===== config.mk =====
export PLATFORM = sky130hd
export DESIGN_NAME = vdp18_access_sched_flat
export DESIGN_NICKNAME = d
export VERILOG_FILES = /design/src/rtl/vdp18_pkg.sv /design/src/rtl/vdp18_access_sched_if.sv /design/src/rtl/vdp18_slot_decode.sv /design/src/rtl/vdp18_access_sched.sv /design/src/flat_wrapper.sv
export SDC_FILE = /design/constraint.sdc
export NUM_CORES = 1
export LEC_CHECK = 0
export CORE_MARGIN = 1
export CORE_UTILIZATION = 35
export CTS_BUF_LIST = sky130_fd_sc_hd__clkbuf_8
export DETAILED_ROUTE_END_ITERATION = 8
export PLACE_DENSITY = 0.87
export SYNTH_ARGS = -nofsm -noshare
export SYNTH_HDL_FRONTEND = slang
export SYNTH_HIERARCHICAL = 1
export SYNTH_SLANG_ARGS = --single-unit

===== constraint.sdc =====
create_clock -name clk_i -period 1.2 [get_ports clk_i]
set_input_delay 0.3 -clock clk_i [delete_from_list [all_inputs] [get_ports clk_i]]
set_output_delay 0.3 -clock clk_i [all_outputs]
set_load 0.05 [all_outputs]

===== src/rtl/vdp18_pkg.sv =====
// Shared types and constants for the VDP18 VRAM access scheduler.
// Latency: n/a (types, constants and pure helper functions only).
// Backpressure: n/a.
//
// Pixel and line positions are 9-bit values. The scheduler compares them as raw
// unsigned patterns. This puts negative positions (raw >= 256) outside the active
// area, and the sprite slot window becomes raw 256..303.
package vdp18_pkg;

  typedef enum logic [1:0] {
    OPMODE_GRAPH1 = 2'd0,
    OPMODE_GRAPH2 = 2'd1,
    OPMODE_MULTIC = 2'd2,
    OPMODE_TEXTM  = 2'd3
  } opmode_t;

  typedef enum logic [3:0] {
    AC_NONE = 4'd0,
    AC_CPU  = 4'd1,
    AC_PNT  = 4'd2,
    AC_PCT  = 4'd3,
    AC_PGT  = 4'd4,
    AC_SATY = 4'd5,
    AC_SATX = 4'd6,
    AC_SATN = 4'd7,
    AC_SATC = 4'd8,
    AC_SPTH = 4'd9,
    AC_SPTL = 4'd10
  } access_t;

  // Active display geometry
  localparam logic [8:0] ACTIVE_W_GFX   = 9'd256;
  localparam logic [8:0] ACTIVE_W_TXT   = 9'd240;
  localparam logic [8:0] ACTIVE_LINES   = 9'd192;

  // Sprite fetch window: 4 sprites x 6 accesses x 2 pixels per slot
  localparam logic [8:0] SPR_SLOT_START = 9'd256;
  localparam logic [8:0] SPR_SLOT_END   = 9'd304;
  localparam logic [4:0] SPR_SEQ_LEN    = 5'd6;

  // Access issued at a given step of the per-sprite fetch sequence
  function automatic access_t spr_seq_access(input logic [2:0] step);
    access_t acc;
    case (step)
      3'd0:    acc = AC_SATY;
      3'd1:    acc = AC_SATX;
      3'd2:    acc = AC_SATN;
      3'd3:    acc = AC_SATC;
      3'd4:    acc = AC_SPTH;
      default: acc = AC_SPTL;
    endcase
    return acc;
  endfunction

endpackage


===== src/rtl/vdp18_access_sched_if.sv =====
// VRAM access handshake bundle: CPU request/grant plus the scheduled access strobe.
// Latency: n/a (wires only).
// Backpressure: the request is a level that the requester holds until cpu_ack_o pulses.
//
// Signals:
//   cpu_req_i     requester -> scheduler  CPU VRAM access request (level)
//   access_type_o scheduler -> requester  access scheduled for the current slot
//   clk_en_acc_o  scheduler -> requester  one-cycle access strobe per slot
//   cpu_ack_o     scheduler -> requester  one-cycle grant, coincident with the strobe
//   sprite_idx_o  scheduler -> requester  sprite number (VDP18_SPR_ACC_EN builds only)
interface vdp18_access_sched_if;
  import vdp18_pkg::*;

  logic       cpu_req_i;
  access_t    access_type_o;
  logic       clk_en_acc_o;
  logic       cpu_ack_o;
`ifdef VDP18_SPR_ACC_EN
  logic [1:0] sprite_idx_o;
`endif

  // Requester side (CPU port / testbench)
  modport master (
    output cpu_req_i,
`ifdef VDP18_SPR_ACC_EN
    input  sprite_idx_o,
`endif
    input  access_type_o,
    input  clk_en_acc_o,
    input  cpu_ack_o
  );

  // Scheduler side
  modport slave (
    input  cpu_req_i,
`ifdef VDP18_SPR_ACC_EN
    output sprite_idx_o,
`endif
    output access_type_o,
    output clk_en_acc_o,
    output cpu_ack_o
  );

endinterface


===== src/rtl/vdp18_slot_decode.sv =====
// Combinational slot map: (opmode, slot index, area flags) -> scheduled access.
// Latency: 0 cycles (pure combinational).
// Backpressure: none; a CPU slot decodes as AC_CPU, and the parent decides grant/none.
//
// Ports:
//   i_opmode     display mode
//   i_gfx_slot   slot index within a 4-slot group (graphics/multicolor)
//   i_txt_slot   mod-3 slot counter value (text mode)
//   i_active     slot lies in the active display area
//   i_spr_area   slot lies in the sprite fetch window   (VDP18_SPR_ACC_EN only)
//   i_spr_slot   slot number 0..23 inside that window   (VDP18_SPR_ACC_EN only)
//   o_access     scheduled access
//   o_sprite_idx sprite number for sprite accesses      (VDP18_SPR_ACC_EN only)
module vdp18_slot_decode
  import vdp18_pkg::*;
(
  input  opmode_t    i_opmode,
  input  logic [1:0] i_gfx_slot,
  input  logic [1:0] i_txt_slot,
  input  logic       i_active,
`ifdef VDP18_SPR_ACC_EN
  input  logic       i_spr_area,
  input  logic [4:0] i_spr_slot,
  output logic [1:0] o_sprite_idx,
`endif
  output access_t    o_access
);

  always_comb begin
    o_access = AC_CPU;
`ifdef VDP18_SPR_ACC_EN
    o_sprite_idx = 2'd0;
`endif
    if (i_active) begin
      case (i_opmode)
        OPMODE_TEXTM: begin
          case (i_txt_slot)
            2'd0:    o_access = AC_PNT;
            2'd1:    o_access = AC_PGT;
            default: o_access = AC_CPU;
          endcase
        end
        OPMODE_MULTIC: begin
          // Multicolor has no colour table; slot 1 is handed to the CPU instead
          case (i_gfx_slot)
            2'd0:    o_access = AC_PNT;
            2'd2:    o_access = AC_PGT;
            default: o_access = AC_CPU;
          endcase
        end
        default: begin
          case (i_gfx_slot)
            2'd0:    o_access = AC_PNT;
            2'd1:    o_access = AC_PCT;
            2'd2:    o_access = AC_PGT;
            default: o_access = AC_CPU;
          endcase
        end
      endcase
    end
`ifdef VDP18_SPR_ACC_EN
    else if (i_spr_area) begin
      o_access     = spr_seq_access(3'(i_spr_slot % SPR_SEQ_LEN));
      o_sprite_idx = 2'(i_spr_slot / SPR_SEQ_LEN);
    end
`endif
  end

endmodule


===== src/rtl/vdp18_access_sched.sv =====
// VDP18 VRAM access scheduler: one access per 2-pixel slot, CPU granted in free slots.
// Latency: access_type_o updates one clk after the slot-start enable; the strobe and ack follow the slot-end enable by one clk.
// Backpressure: cpu_req_i is held by the requester; ungranted requests wait for the next CPU slot.
//
// Ports:
//   clk_i          system clock
//   reset_n_i      asynchronous active-low reset
//   clk_en_5m37_i  pixel clock enable
//   opmode_i       display mode
//   num_pix_i      horizontal position, [8] is the LSB
//   num_line_i     vertical position, [8] is the LSB
//   reg_blank_i    display enable (0 = display disabled)
//   acc_if         request/grant/strobe bundle (slave side)
// Build option: define VDP18_SPR_ACC_EN to schedule sprite fetches at pixels 256..303
// and to drive acc_if.sprite_idx_o.
module vdp18_access_sched
  import vdp18_pkg::*;
(
  input  logic                clk_i,
  input  logic                reset_n_i,
  input  logic                clk_en_5m37_i,
  input  opmode_t             opmode_i,
  input  logic signed [0:8]   num_pix_i,
  input  logic signed [0:8]   num_line_i,
  input  logic                reg_blank_i,
  vdp18_access_sched_if.slave acc_if
);

  logic [8:0] w_pix_raw;
  logic [8:0] w_line_raw;
  logic       w_slot_start;
  logic       w_slot_end;
  logic       w_line_act;
  logic       w_active;
  logic [1:0] w_gfx_slot;
  logic [1:0] w_txt_slot;
  logic       w_cpu_slot;
  access_t    w_sched;

  access_t    r_access;
  logic       r_slot_open;
  logic       r_grant;
  logic       r_clk_en_acc;
  logic       r_cpu_ack;
  logic [1:0] r_txt_cnt;

  // Reinterpret the MSB-first positions as ordinary unsigned patterns.
  // Negative positions land at raw >= 256 and therefore fall outside the active area.
  assign w_pix_raw  = num_pix_i;
  assign w_line_raw = num_line_i;

  assign w_slot_start = clk_en_5m37_i & ~num_pix_i[8];
  assign w_slot_end   = clk_en_5m37_i &  num_pix_i[8];

  assign w_line_act = (w_line_raw < ACTIVE_LINES);
  assign w_active   = reg_blank_i & w_line_act &
                      (w_pix_raw < ((opmode_i == OPMODE_TEXTM) ? ACTIVE_W_TXT : ACTIVE_W_GFX));

  // num_pix_i[6] has weight 4 and num_pix_i[7] has weight 2, so this is (pix/2) mod 4
  assign w_gfx_slot = {num_pix_i[6], num_pix_i[7]};

  // The text counter restarts at column 0. That slot itself uses index 0.
  assign w_txt_slot = (w_pix_raw == 9'd0) ? 2'd0 : r_txt_cnt;

`ifdef VDP18_SPR_ACC_EN
  logic       w_spr_area;
  logic [4:0] w_spr_slot;
  logic [1:0] w_spr_idx;
  logic [1:0] r_sprite_idx;

  // Sprite fetches depend only on line and mode. reg_blank_i does not gate them.
  assign w_spr_area = w_line_act & (opmode_i != OPMODE_TEXTM) &
                      (w_pix_raw >= SPR_SLOT_START) & (w_pix_raw < SPR_SLOT_END);
  assign w_spr_slot = 5'((w_pix_raw - SPR_SLOT_START) >> 1);
`endif

  vdp18_slot_decode u_slot_decode (
    .i_opmode     (opmode_i),
    .i_gfx_slot   (w_gfx_slot),
    .i_txt_slot   (w_txt_slot),
    .i_active     (w_active),
`ifdef VDP18_SPR_ACC_EN
    .i_spr_area   (w_spr_area),
    .i_spr_slot   (w_spr_slot),
    .o_sprite_idx (w_spr_idx),
`endif
    .o_access     (w_sched)
  );

  assign w_cpu_slot = (w_sched == AC_CPU);

  // Mode, area and request are sampled only at the slot start. Later changes wait for
  // the next slot, so a slot in flight always completes as it was scheduled.
  // r_slot_open drops a slot-end that has no matching start, such as the first end
  // after reset.
  always_ff @(posedge clk_i or negedge reset_n_i) begin
    if (!reset_n_i) begin
      r_access     <= AC_NONE;
      r_slot_open  <= 1'b0;
      r_grant      <= 1'b0;
      r_clk_en_acc <= 1'b0;
      r_cpu_ack    <= 1'b0;
      r_txt_cnt    <= 2'd0;
    end else begin
      r_clk_en_acc <= 1'b0;
      r_cpu_ack    <= 1'b0;
      if (w_slot_start) begin
        r_slot_open <= 1'b1;
        r_txt_cnt   <= (w_txt_slot == 2'd2) ? 2'd0 : w_txt_slot + 2'd1;
        if (w_cpu_slot) begin
          r_access <= acc_if.cpu_req_i ? AC_CPU : AC_NONE;
          r_grant  <= acc_if.cpu_req_i;
        end else begin
          r_access <= w_sched;
          r_grant  <= 1'b0;
        end
      end else if (w_slot_end) begin
        r_slot_open  <= 1'b0;
        r_grant      <= 1'b0;
        r_clk_en_acc <= r_slot_open;
        r_cpu_ack    <= r_slot_open & r_grant;
      end
    end
  end

`ifdef VDP18_SPR_ACC_EN
  always_ff @(posedge clk_i or negedge reset_n_i) begin
    if (!reset_n_i) begin
      r_sprite_idx <= 2'd0;
    end else if (w_slot_start) begin
      r_sprite_idx <= w_spr_idx;
    end
  end

  assign acc_if.sprite_idx_o = r_sprite_idx;
`endif

  assign acc_if.access_type_o = r_access;
  assign acc_if.clk_en_acc_o  = r_clk_en_acc;
  assign acc_if.cpu_ack_o     = r_cpu_ack;

endmodule


===== src/flat_wrapper.sv =====
// flat-port wrapper written by rule: the top's interface ports become plain ports
module vdp18_access_sched_flat import vdp18_pkg::*;
  (clk_i, reset_n_i, clk_en_5m37_i, opmode_i, num_pix_i, num_line_i, reg_blank_i, acc_if_cpu_req_i, acc_if_access_type_o, acc_if_clk_en_acc_o, acc_if_cpu_ack_o);
  vdp18_access_sched_if acc_if_i ();
  input  logic clk_i;
  input  logic reset_n_i;
  input  logic clk_en_5m37_i;
  input  opmode_t opmode_i;
  input  logic signed [0:8] num_pix_i;
  input  logic signed [0:8] num_line_i;
  input  logic reg_blank_i;
  input wire logic [$bits(acc_if_i.cpu_req_i)-1:0] acc_if_cpu_req_i;
  output wire logic [$bits(acc_if_i.access_type_o)-1:0] acc_if_access_type_o;
  output wire logic [$bits(acc_if_i.clk_en_acc_o)-1:0] acc_if_clk_en_acc_o;
  output wire logic [$bits(acc_if_i.cpu_ack_o)-1:0] acc_if_cpu_ack_o;
  assign acc_if_i.cpu_req_i = acc_if_cpu_req_i;
  assign acc_if_access_type_o = acc_if_i.access_type_o;
  assign acc_if_clk_en_acc_o = acc_if_i.clk_en_acc_o;
  assign acc_if_cpu_ack_o = acc_if_i.cpu_ack_o;
  vdp18_access_sched u_core (.clk_i(clk_i), .reset_n_i(reset_n_i), .clk_en_5m37_i(clk_en_5m37_i), .opmode_i(opmode_i), .num_pix_i(num_pix_i), .num_line_i(num_line_i), .reg_blank_i(reg_blank_i), .acc_if(acc_if_i));
endmodule

# == Word level (Yosys, flattened, before mapping) ==
# Cells that the tools add are included.
# classes
order_cmp,2
reduce_logical,4
bitwise,6
add_sub_neg,1
n_eq_ne,7
n_mux,18
# op_table
operator,n
case mux 3 bit (2 select lines),2
zero test 9 bit,1
less-than comparator 9 x 8 -> 1 bit (second input constant),1
less-than comparator 9 bit,1
two-way mux 1 bit,9
two-way mux 9 bit,1
case mux 3 bit (3 select lines),1
equality test 2 bit (second input constant),4
two-way mux 4 bit,2
case mux 4 bit (2 select lines),1
bitwise AND 1 bit,5
equality test 2 x 1 -> 1 bit (second input constant),2
equality test 4 x 1 -> 1 bit (second input constant),1
zero test 2 bit,2
two-way mux 2 bit,2
adder 2 x 1 -> 2 bit (second input constant),1
nonzero test 2 bit,1
inverter 1 bit,1
# totals
output_inout_bits,6
wordCells,44
in_bits,25
regBits,10

# == Logic depth before layout (Yosys ltp) ==
# logic_depth
depth_word,9
depth_mapped,9
ltp_nobuf,9

# == By module ==
# The synthesis kept the hierarchy.
# modules_own_cells
module,cells_each,instances,area_per_inst_um2,seq_area_each_um2
vdp18_access_sched,53,1,494.2,250.2
vdp18_slot_decode,12,1,77.6,0.0

# == Least setup slack after synthesis ==
# No wires, ideal clock.
# synth_path
path_type,input to register
startpoint,input opmode_i[0]
endpoint,register u_core.r_grant
setup_ns,0.126
required_ns,1.074
path_stages,9
arrival_ns,1.904
path_buffers,0
path_slack_ns,-0.830
path_cell_list,nand2_1 ha_1 a2111oi_2 nor3_1 a2111oi_2 a21boi_0 nor3_1 nand4_1 o21ai_0
# synth_between
elab_chain_cells,8
elab_cells_between_ends,10
cone_classes,order compare (1); eq/ne (3); mux (5); bitwise (1)
# synth_rtl
item,line_no,source
start: declaration,flat_wrapper.sv:8,input opmode_t opmode_i;
equality test 2 bit,vdp18_access_sched.sv:57,(w_pix_raw < ((opmode_i == OPMODE_TEXTM) ? ACTIVE_W_TXT : ACTIVE_W_GFX));
two-way mux 9 bit,vdp18_access_sched.sv:57,
less-than comparator 9 bit,vdp18_access_sched.sv:57,
bitwise AND 1 bit,vdp18_access_sched.sv:56,assign w_active = reg_blank_i & w_line_act &
net u_core.w_active,vdp18_access_sched.sv:34,logic w_active;
two-way mux 4 bit,vdp18_slot_decode.sv:34,if (i_active) begin
net u_core.w_sched[2],vdp18_access_sched.sv:38,access_t w_sched;
equality test 4 x 1 -> 1 bit,vdp18_access_sched.sv:90,assign w_cpu_slot = (w_sched == AC_CPU);
two-way mux 1 bit,vdp18_access_sched.sv:110,if (w_cpu_slot) begin
two-way mux 1 bit,vdp18_access_sched.sv:107,if (w_slot_start) begin
end signal: assignment,vdp18_access_sched.sv:112,r_grant <= acc_if.cpu_req_i;
end: declaration,vdp18_access_sched.sv:42,logic r_grant;
# The timed path passes the listed nets, and every way through them passes these cells.
# A chain may end at the register's enable or synchronous reset.

# == Worst setup path after layout ==
# Ends and elaborated chain as after synthesis.

==> flow_metrics.py <==
metrics = {
    "critical_path": {
        "worst-path-max-fanout": 6,
        "cpPeakStageDelay_ns": 0.39,
        "cp-start-kind": "input port",
        "cpMaxStageDelayCell": "a2111oi_2",
        "reg2reg_slack_ns": -0.16,
        "r2r_end": "u_core/r_grant",
        "end_kind": "flip-flop",
        "worstPathRequired_ns": 1.31,
        "path_cells": "buf_8 -> buf_4 -> a2111oi_2 -> nor3_2 -> a2111oi_4 -> a21boi_4 -> nor3_1 -> nand4_1 -> o21ai_1",
        "critPathKind": "in -> reg",
        "r2r_start": "u_core/r_txt_cnt[0]",
        "arrival_ns": 1.79,
        "reg2reg_depth": 6,
    },
    "placed_design": {
        "gp_congestion": 0.743,
        "place_inst": 113,
        "dpl_worst_slack_ns": -1.27,
        "portBuffers": 24,
        "hpwl_microns": 1170,
    },
    "synth": {
        "synth_area_sq_um": 572,
        "yosysSeqAreaShare": 0.438,
        "synth_edf_count": 0,
        "synth_mux_area_frac": 0,
        "synth_fp_nets": 91,
        "synthSimpleGateAreaFrac": 0.309,
        "synth_xor_area_frac": 0,
        "yosys.area_share.adder": 0.0219,
        "ys_types": 30,
        "synth-compound-area-share": 0.186,
        "synth-async-reset-ratio": 1.00,
        "syn_avg_cell_area_sq_um": 8.80,
        "synth_top_family_by_area": "simple AND/OR/NAND/NOR gates",
        "synth-main-ff-cell": "dfrtp_1",
        "netlist_instances": 65,
        "ys_warn_count": 6,
        "ys_ff_latch": 10,
    },
    "global_routing": {
        "grt_pass1_vias": 619,
        "grtUsageTotal": 0.191,
        "use_met3": 0.0259,
        "antenna_found_initial": 0,
        "use_met2": 0.357,
        "grt_util_met1": 0.198,
        "grt_pass1_wl_microns": 2550,
        "overflow": 0,
        "grt_max_degree": 11,
        "top_usage_layer": "met2",
    },
    "pwr": {
        "leakage_nw": 0.489,
        "ir_drop_mv": 0.668,
        "power.density_mw_per_mm2": 1000,
        "design_power_total_mw": 1.13,
    },
    "clocking": {
        "cts.root.buffer_cell": "clkbuf_8",
        "clkSinkCount": 10,
        "cts_tree": "built",
        "cts_buffer_depth": 2,
        "clock_latency_ns": 0.23,
        "cts_buffers": 3,
        "hold_buffers": 0,
        "clkSlewWorstSetupHoldPaths_ns": 0.04,
        "cts-htree-levels": 1,
    },
    "floorplan": {
        "core.rowCount": 14,
        "fp.coreArea_sq_mm": 0.00152,
        "ios": 31,
        "dieArea_sq_mm": 0.00180,
        "die_x_microns": 42.4,
        "die_y_microns": 42.4,
        "initial_core_util": 0.375,
    },
    "final_layout": {
        "instances_no_fill": 118,
        "diodes": 0,
        "areaGrowthSynthToFinish_pct": 96.9,
        "layout-drive-gt1-share": 0.461,
        "layout.nets": 130,
        "fin_util": 0.739,
        "fillers": 101,
        "mostFrequentLayoutCells": "10 x dfrtp_1, 10 x buf_4, 9 x nand2_1",
    },
    "sta": {
        "drv_slew": 0,
        "rsz0062_at_grt": "true",
        "period_needed_ns": 1.68,
        "setup_viol": 4,
        "fmax_ghz": 0.595,
        "setup_ws_ns": -0.481,
        "fin_crit_sh": 1.40,
        "finalSetupTns_ns": -1.67,
        "final_hold_viol_count": 0,
        "fin_worst_skew_ns": 0.000645,
    },
    "drt": {
        "routedWlPerCell_microns": 13.3,
        "drc": 0,
        "antenna_left": 0,
        "first_iter_violations": 4,
        "avgViaCountPerCell": 5.33,
        "firstDrtPassIters": 3,
        "vias": 629,
        "wl_microns": 1570,
    },
    "run_status": {
        "violations": "negative setup slack",
        "status": "complete, but fails checks",
    },
    "hold_path": {
        "min_path_type": "in -> async",
    },
    "run": {
        "cap_viol_max_count": 0,
    },
}
## report_power, final
| part | total, mW | switching, mW | internal, mW |
|---|---|---|---|
| sequential | 0.410 | 0.0358 | 0.374 |
| clock | 0.332 | 0.114 | 0.218 |
| combinational | 0.390 | 0.181 | 0.209 |
| total | 1.13 | 0.330 | 0.801 |
## layer usage
| metal | routed length (microns) | up-vias |
|---|---|---|
| met2 | 896 | 27 |
| met1 | 568 | 293 |
| met3 | 64 | 4 |
| met4 | 37 | 0 |
| met5 | 0 | - |
| li1 | - | 305 |
## logic make-up (layout without fill, tap and decap cells)
logic type      count (synthesis)  after routing
buf+inv                         5             42
compound gates                 13             13
simple gates                   35             35
other cells                     1              1
fa+ha+maj                       1              1
flops                          10             10
## stage by stage
| stage | hold WS [ns] | cell area (sq um) |
|---|---|---|
| floorplan | 0.00441 | 604 |
| global placement | 0.474 | 988 |
| detailed placement | 0.482 | 988 |
| CTS | 0.388 | 1080 |
| global route | 0.409 | 1130 |
| finish | 0.376 | 1130 |
## state kept, by name, summed over array words and instances, names as in the netlist
| register | flops |
|---|---|
| u_core/r_slot_open | 1 |
| u_core/acc_if.clk_en_acc_o | 1 |
| u_core/r_grant | 1 |
| u_core/r_txt_cnt | 2 |
| u_core/acc_if.access_type_o | 4 |
| u_core/acc_if.cpu_ack_o | 1 |
## critical path: cells and delay by family
family	cells	cell delay (ns)
AOI/OAI and AO/OA	4	1.00
buffers and inverters	2	0.26
and+or+nand+nor	3	0.24
## cell usage after synthesis (2+ instances only)
cell | n | area share
nor3_1 | 3 | 0.026
nand2_1 | 12 | 0.079
inv_1 | 3 | 0.020
nand3_1 | 3 | 0.026
dfrtp_1 | 10 | 0.44
and2_1 | 4 | 0.044
o21ai_0 | 3 | 0.026
nor2_1 | 4 | 0.026
a2111oi_2 | 2 | 0.053
## final cells by class
type	count	area (sq um)	area share
Clock buffer	3	41.3	0.0367
Tap cell	16	20.0	0.0178
Timing Repair Buffer	36	380	0.338
Multi-Input combinational cell	50	423	0.376
Inverter	3	11.3	0.0100
Sequential cell	10	250	0.222
## worst max-delay path by stage
stage	from	to	cells past startpoint
final	opmode_i[0]	u_core/r_grant	9
after global routing	opmode_i[1]	u_core/r_grant	10
after CTS	opmode_i[1]	u_core/r_grant	10
after detailed placement	opmode_i[0]	u_core/acc_if.access_type_o[0]	9
after global placement	opmode_i[0]	u_core/acc_if.access_type_o[0]	9
after floorplan	opmode_i[0]	u_core/r_grant	9
## what timing repair did
action,CTS,global route
resized for setup,47,11
pin swaps,14,6
buffers inserted,2,0
endpoints found under the setup margin,7,5
cloned,0,0
(Power assumes the default switching activity.)
